$ cat config.mk
export PLATFORM = sky130hd
export DESIGN_NAME = food_placer
export DESIGN_NICKNAME = d
export VERILOG_FILES = /design/src/rtl/food_placer.sv
export SDC_FILE = /design/constraint.sdc
export NUM_CORES = 1
export LEC_CHECK = 0
export ABC_AREA = 1
export CAP_MARGIN = 25
export CORE_MARGIN = 4
export CORE_UTILIZATION = 55
export CTS_CLUSTER_DIAMETER = 150
export DETAILED_ROUTE_END_ITERATION = 7
export PLACE_DENSITY = 0.92
export SYNTH_ARGS = -nofsm -noshare
export SYNTH_HDL_FRONTEND = slang
export SYNTH_SLANG_ARGS = --single-unit
$ cat constraint.sdc
create_clock -name clk -period 3.3 [get_ports clk]
set_input_delay 0.66 -clock clk [delete_from_list [all_inputs] [get_ports clk]]
set_output_delay 0.66 -clock clk [all_outputs]
set_load 0.02 [all_outputs]
$ cat src/rtl/food_placer.sv
// food_placer: samples random x/y candidates, rejects out-of-range or
// snake-occupied cells via a one-cycle lookup, and holds the accepted food
// cell until eaten. After MAX_TRIES rejections a raster scan takes over.
// Optional build macro: FOOD_BORDER_EXCL_EN (border cells never hold food).
module food_placer #(
  parameter int GRID_W    = 96,
  parameter int GRID_H    = 48,
  parameter int MAX_TRIES = 32
) (
  input  logic       clk,
  input  logic       rst,
  input  logic [6:0] x_rand,
  input  logic [5:0] y_rand,
  input  logic       eaten,
  output logic [6:0] query_x,
  output logic [5:0] query_y,
  output logic       query_req,
  input  logic       query_hit,
  output logic [6:0] food_x,
  output logic [5:0] food_y,
  output logic       food_valid,
  output logic       food_new,
  output logic       scan_used
);

  localparam logic [1:0] SAMPLE = 2'd0;
  localparam logic [1:0] QUERY  = 2'd1;
  localparam logic [1:0] CHECK  = 2'd2;
  localparam logic [1:0] IDLE   = 2'd3;

`ifdef FOOD_BORDER_EXCL_EN
  localparam logic [6:0] X_LO = 7'd1;
  localparam logic [6:0] X_HI = 7'(GRID_W - 2);
  localparam logic [5:0] Y_LO = 6'd1;
  localparam logic [5:0] Y_HI = 6'(GRID_H - 2);
`else
  localparam logic [6:0] X_LO = 7'd0;
  localparam logic [6:0] X_HI = 7'(GRID_W - 1);
  localparam logic [5:0] Y_LO = 6'd0;
  localparam logic [5:0] Y_HI = 6'(GRID_H - 1);
`endif

  logic [1:0] state;
  logic [6:0] cand_x;
  logic [5:0] cand_y;
  logic [6:0] scan_x;
  logic [5:0] scan_y;
  logic [7:0] tries;
  logic       scan_mode;
  logic       in_range;
  logic       reject;

  // Candidate eligibility: inside the field, and off the border when excluded
  always_comb begin
    in_range = 1'b0;
`ifdef FOOD_BORDER_EXCL_EN
    in_range = (cand_x != 7'd0) && (cand_x < 7'(GRID_W - 1)) &&
               (cand_y != 6'd0) && (cand_y < 6'(GRID_H - 1));
`else
    in_range = (cand_x < 7'(GRID_W)) && (cand_y < 6'(GRID_H));
`endif
  end

  // A rejection is either an ineligible candidate or an occupied cell
  always_comb begin
    reject = ((state == QUERY) && !in_range) ||
             ((state == CHECK) && query_hit);
  end

  assign query_x   = cand_x;
  assign query_y   = cand_y;
  assign query_req = (state == QUERY) && in_range;

  // Placement FSM, rejection counter, scan counter and food registers
  always_ff @(posedge clk) begin
    if (rst) begin
      state      <= SAMPLE;
      cand_x     <= '0;
      cand_y     <= '0;
      scan_x     <= X_LO;
      scan_y     <= Y_LO;
      tries      <= '0;
      scan_mode  <= 1'b0;
      scan_used  <= 1'b0;
      food_x     <= '0;
      food_y     <= '0;
      food_valid <= 1'b0;
      food_new   <= 1'b0;
    end else begin
      food_new <= 1'b0;
      case (state)
        SAMPLE: begin
          if (scan_mode) begin
            cand_x <= scan_x;
            cand_y <= scan_y;
            if (scan_x == X_HI) begin
              scan_x <= X_LO;
              scan_y <= (scan_y == Y_HI) ? Y_LO : scan_y + 6'd1;
            end else begin
              scan_x <= scan_x + 7'd1;
            end
          end else begin
            cand_x <= x_rand;
            cand_y <= y_rand;
          end
          state <= QUERY;
        end
        QUERY: begin
          state <= in_range ? CHECK : SAMPLE;
        end
        CHECK: begin
          if (query_hit) begin
            state <= SAMPLE;
          end else begin
            food_x     <= cand_x;
            food_y     <= cand_y;
            food_valid <= 1'b1;
            food_new   <= 1'b1;
            tries      <= '0;
            scan_mode  <= 1'b0;
            state      <= IDLE;
          end
        end
        default: begin
          if (eaten) begin
            food_valid <= 1'b0;
            state      <= SAMPLE;
          end
        end
      endcase
      // Counting stops once scan mode is entered; commit (mutually
      // exclusive with reject) clears both for the next placement.
      if (reject && !scan_mode) begin
        tries <= tries + 8'd1;
        if (tries + 8'd1 == 8'(MAX_TRIES)) begin
          scan_mode <= 1'b1;
          scan_used <= 1'b1;
        end
      end
    end
  end

endmodule
# Word-level counts from Yosys, hierarchy flattened
# Cells that the tools add are included.
# totals
in_bits,17
wordCells,66
mem_bits_ro,0
out_inout_bits,30
latchBits,0
ff_bits,53
ramBits,0
n_memories,0
# classes
n_lt_le_gt_ge,2
reduce_logical,20
n_bitwise,3
add_sub_neg,3
multipliers,0
div,0
eq_ne,7
n_shift,0
muxes,19
# op_table
operator,count
$mux W8,3
$mux W7,2
$mux W6,2
$add A8 B1 Y8 const B,1
$eq A8 B6 Y1 const B,1
$reduce_and A2 Y1,4
$add A7 B1 Y7 const B,1
$eq A7 B7 Y1 const B,1
$lt A7 B7 Y1 const B,1
$mux W1,7
$add A6 B1 Y6 const B,1
$eq A6 B6 Y1 const B,1
$lt A6 B6 Y1 const B,1
$mux W2,3
$pmux W2 S3,1
$reduce_and A3 Y1,2
$logic_and A1 B1 Y1,5
$reduce_bool A2 Y1,2
$reduce_bool A4 Y1,1
$reduce_or A2 Y1,2
$not A1 Y1,3
$eq A2 B1 Y1 const B,1
$eq A2 B2 Y1 const B,1
$logic_not A1 Y1,2
other kinds (5),5

# Longest topological paths before layout
# depth
word_depth,8
ltp_mapped,9
ltp_nobuf,9

# Least setup slack after synthesis
# Ideal clock, no wire load.
# synth_path
path_kind,flip-flop to output port
start,reg state[0]
end,out query_req
arrival_time_ns,1.064
path_buffers,0
path_stages_with_launch,3
t_required_ns,2.640
setup_slack_ns,1.576
cell_sequence,dfxtp_1 inv_1 nor3_1
# synth_via
elab_chain_len,2
# synth_rtl
element,line_no,rtl
from (decl),43,logic [1:0] state;
from (signal assigned),109,state <= in_range ? CHECK : SAMPLE;
$eq A2 B1 Y1,72,assign query_req = (state == QUERY) && in_range;
$logic_and A1 B1 Y1,72,
to (decl),17,"output logic query_req,"
# No other way between the ends.

# Worst setup path after layout
# Ends and elaborated chain as after synthesis.

==> results.tsv <==
metric	value	unit
final WL	5780	um
Worst setup SP type	flop	
max frequency	0.405	GHz
Clock Pin Slew Worst Setup and Hold Paths	0.10	ns
RSZ-0062 raised after global routing	no	
Final Hold Viols	0	
CP Max Fanout	3	
worst-skew pair later-pin latency	0.31	ns
# diodes	0	
Die Span X	73.5	um
HP Start	scan_used	
Post-CTS Hold Buffers	0	
I/O Pins	47	
CTS Sinks	53	
die area	0.00540	mm^2
Static Leakage	0.00110	uW
critical path required time	2.64	ns
Least-Margin Pin Slew	0.791	ns
# nets final	387	
Crit-path slowest cell	clkdlybuf4s50_1	
clock tree root driver cell	clkbuf_8	
vias in the first global route	2150	
fraction of layout cells with a size suffix above 1	5.45	%
Final setup violation count	0	
worst slack, placed	0.934	ns
initial core utilization	57.7	%
setup TNS after final layout	0	ns
Port Buf Inserts	46	
vias	2213	
Syn-to-layout area delta	23.3	%
CP bufs+invs	2	
Final HPWL DP	4080	um
Setup Skew	0.00639	ns
clk buf depth	2	
syn nets	345	
crit end category	output pin	
critical path type	reg -> out	
crit path time final	2.47	ns
Avg Cell Area, Syn	7.28	um^2
Critical Path, Cell by Cell	inv_1 > nor3_1 > clkdlybuf4s50_1	
Critical Path Max Stage Delay	0.67	ns
Synth top area share	45.0	%
Synth area leader	dfxtp_1	
Pwr per Cell Area	506	mW/mm^2
Initial DRC Count	131	
Core Footprint	0.00409	mm^2
hold_ws	0.460	ns
post-cts sizing count	0	
vias per inst	5.31	
crit-path leading delay family	buffers and inverters	
Residual DRC	0	
Tot GR Track Use	22.4	%
most common cell after layout, fill and taps aside	nand2_1	
CTS buffer count	5	
post-synthesis sequential area ratio	45.0	%
worst path arrival time	1.81	ns
first-pass GRT wire length	9590	um
die height	73.5	um
RR Startpoint	scan_mode	
Max-Cap Viols	0	
Slew HR	47.2	%
Filler cells	322	
initial antenna violation count	0	
WL per Instance	13.9	um
post-route ant nets	0	
Seq cells post-synth	53	
Pre-Repair DR Iteration Count	4	
maximum vdd drop	0.353	mV
min setup slack post-route	0.832	ns
total grt overflow	0	
max-slew violations	0	
Post-Syn Instances	324	
synth top area cells	dfxtp_1 (45%), nand2_1 (11%), a21oi_1 (9.1%)	
final worst-path cycle share	74.8	%
FP Rows	23	
Post-CTS Setup Inserts	0	
CTS tree	done	
reg-to-reg slack, setup	1.40	ns
Final Wtd Congestion	0.832	
Worst Hold Class	reg -> reg	
H-tree levels	2	
status	finished clean	
largest net degree at the start of global routing	33	
Ys Warns	0	
Mapped Area	0.00236	mm^2
Yosys cell types	25	
commonest cells after routing, fill and taps aside	nand2_1 (69), dfxtp_1 (53), nor2_1 (51)	
Critical Path Source	state[0]	
==> routing by layer <==
| metal | part of all wire (%) | vias up | GRT usage [%] |
|---|---|---|---|
| li1 | - | 1134 | - |
| met1 | 45 | 999 | 28.8 |
| met2 | 48 | 74 | 38.3 |
| met3 | 6.1 | 6 | 4.38 |
| met4 | 0.99 | 0 | 5.84 |
| met5 | 0 | - | 0 |
==> report_power, final <==
group	switching, uW	internal (uW)	total, uW
combinational	212	151	363
sequential	52.1	696	748
clock	214	148	362
==> sequential cells by signal (all words and copies together) (netlist names) <==
register,flops
food_new,1
query_x,7
scan_used,1
scan_x,7
state,2
food_valid,1
scan_mode,1
tries,8
scan_y,6
query_y,6
food_x,7
food_y,6
==> worst register-to-register path, stage by stage, from the launching register on <==
cell and delay (ns):
dfxtp_1 0.67, inv_1 0.39, nand2_2 0.20, clkinv_2 0.15, nor2_4 0.22, nand2_1 0.08
a21oi_1 0.12
==> cell families (layout without fill, tap and decap cells) <==
family	after synthesis	count (layout)	share of synthesized area (%)
xor gates and xnor gates	8	8	2.97
DFF	53	53	45.0
and+or+nand+nor	146	146	26.7
AOI/OAI and AO/OA	79	79	16.9
buffers and inverters	34	77	6.31
adders and majority gates	4	4	2.12
==> through the flow <==
| step | util [%] | instances | total power [uW] | area, um^2 |
|---|---|---|---|---|
| global route | 71.2 | 417 | 1540 | 2910 |
| floorplan | - | 324 | 958 | 2360 |
| detailed placement | 69.2 | 409 | 1120 | 2830 |
| CTS | 71.2 | 417 | 1470 | 2910 |
| finish | 71.2 | 417 | 1470 | 2910 |
| global placement | 69.2 | 409 | 1110 | 2830 |
==> path summary, 6_finish.rpt <==
kind,end,depth (start not counted)
min reg2reg,scan_used,2
max,query_req,3
max reg2reg,tries[3],6
min,scan_used,2
==> synth_stat cells (all sizes together) <==
cell type	number
nand2	71
buf	4
o21ai	34
ha	4
nor3	4
dfxtp	53
nand4	3
a21oi	43
nand3	10
clkinv	1
nand3b	1
clkbuf	8
a31oi	1
xnor2	1
xor2	7
inv	21
nor2	57
o21bai	1
==> final cells by class <==
type | instances | area (um^2) | share of cell area, %
Inverter | 22 | 86.3 | 2.97
Tap cell | 50 | 62.6 | 2.15
Clock buffer | 6 | 72.6 | 2.49
Clock inverter | 2 | 10.0 | 0.344
Multi-Input combinational cell | 237 | 1150 | 39.5
Sequential cell | 53 | 1060 | 36.5
Timing Repair Buffer | 47 | 468 | 16.1
No activity file was read; power rests on OpenSTA's default activity.
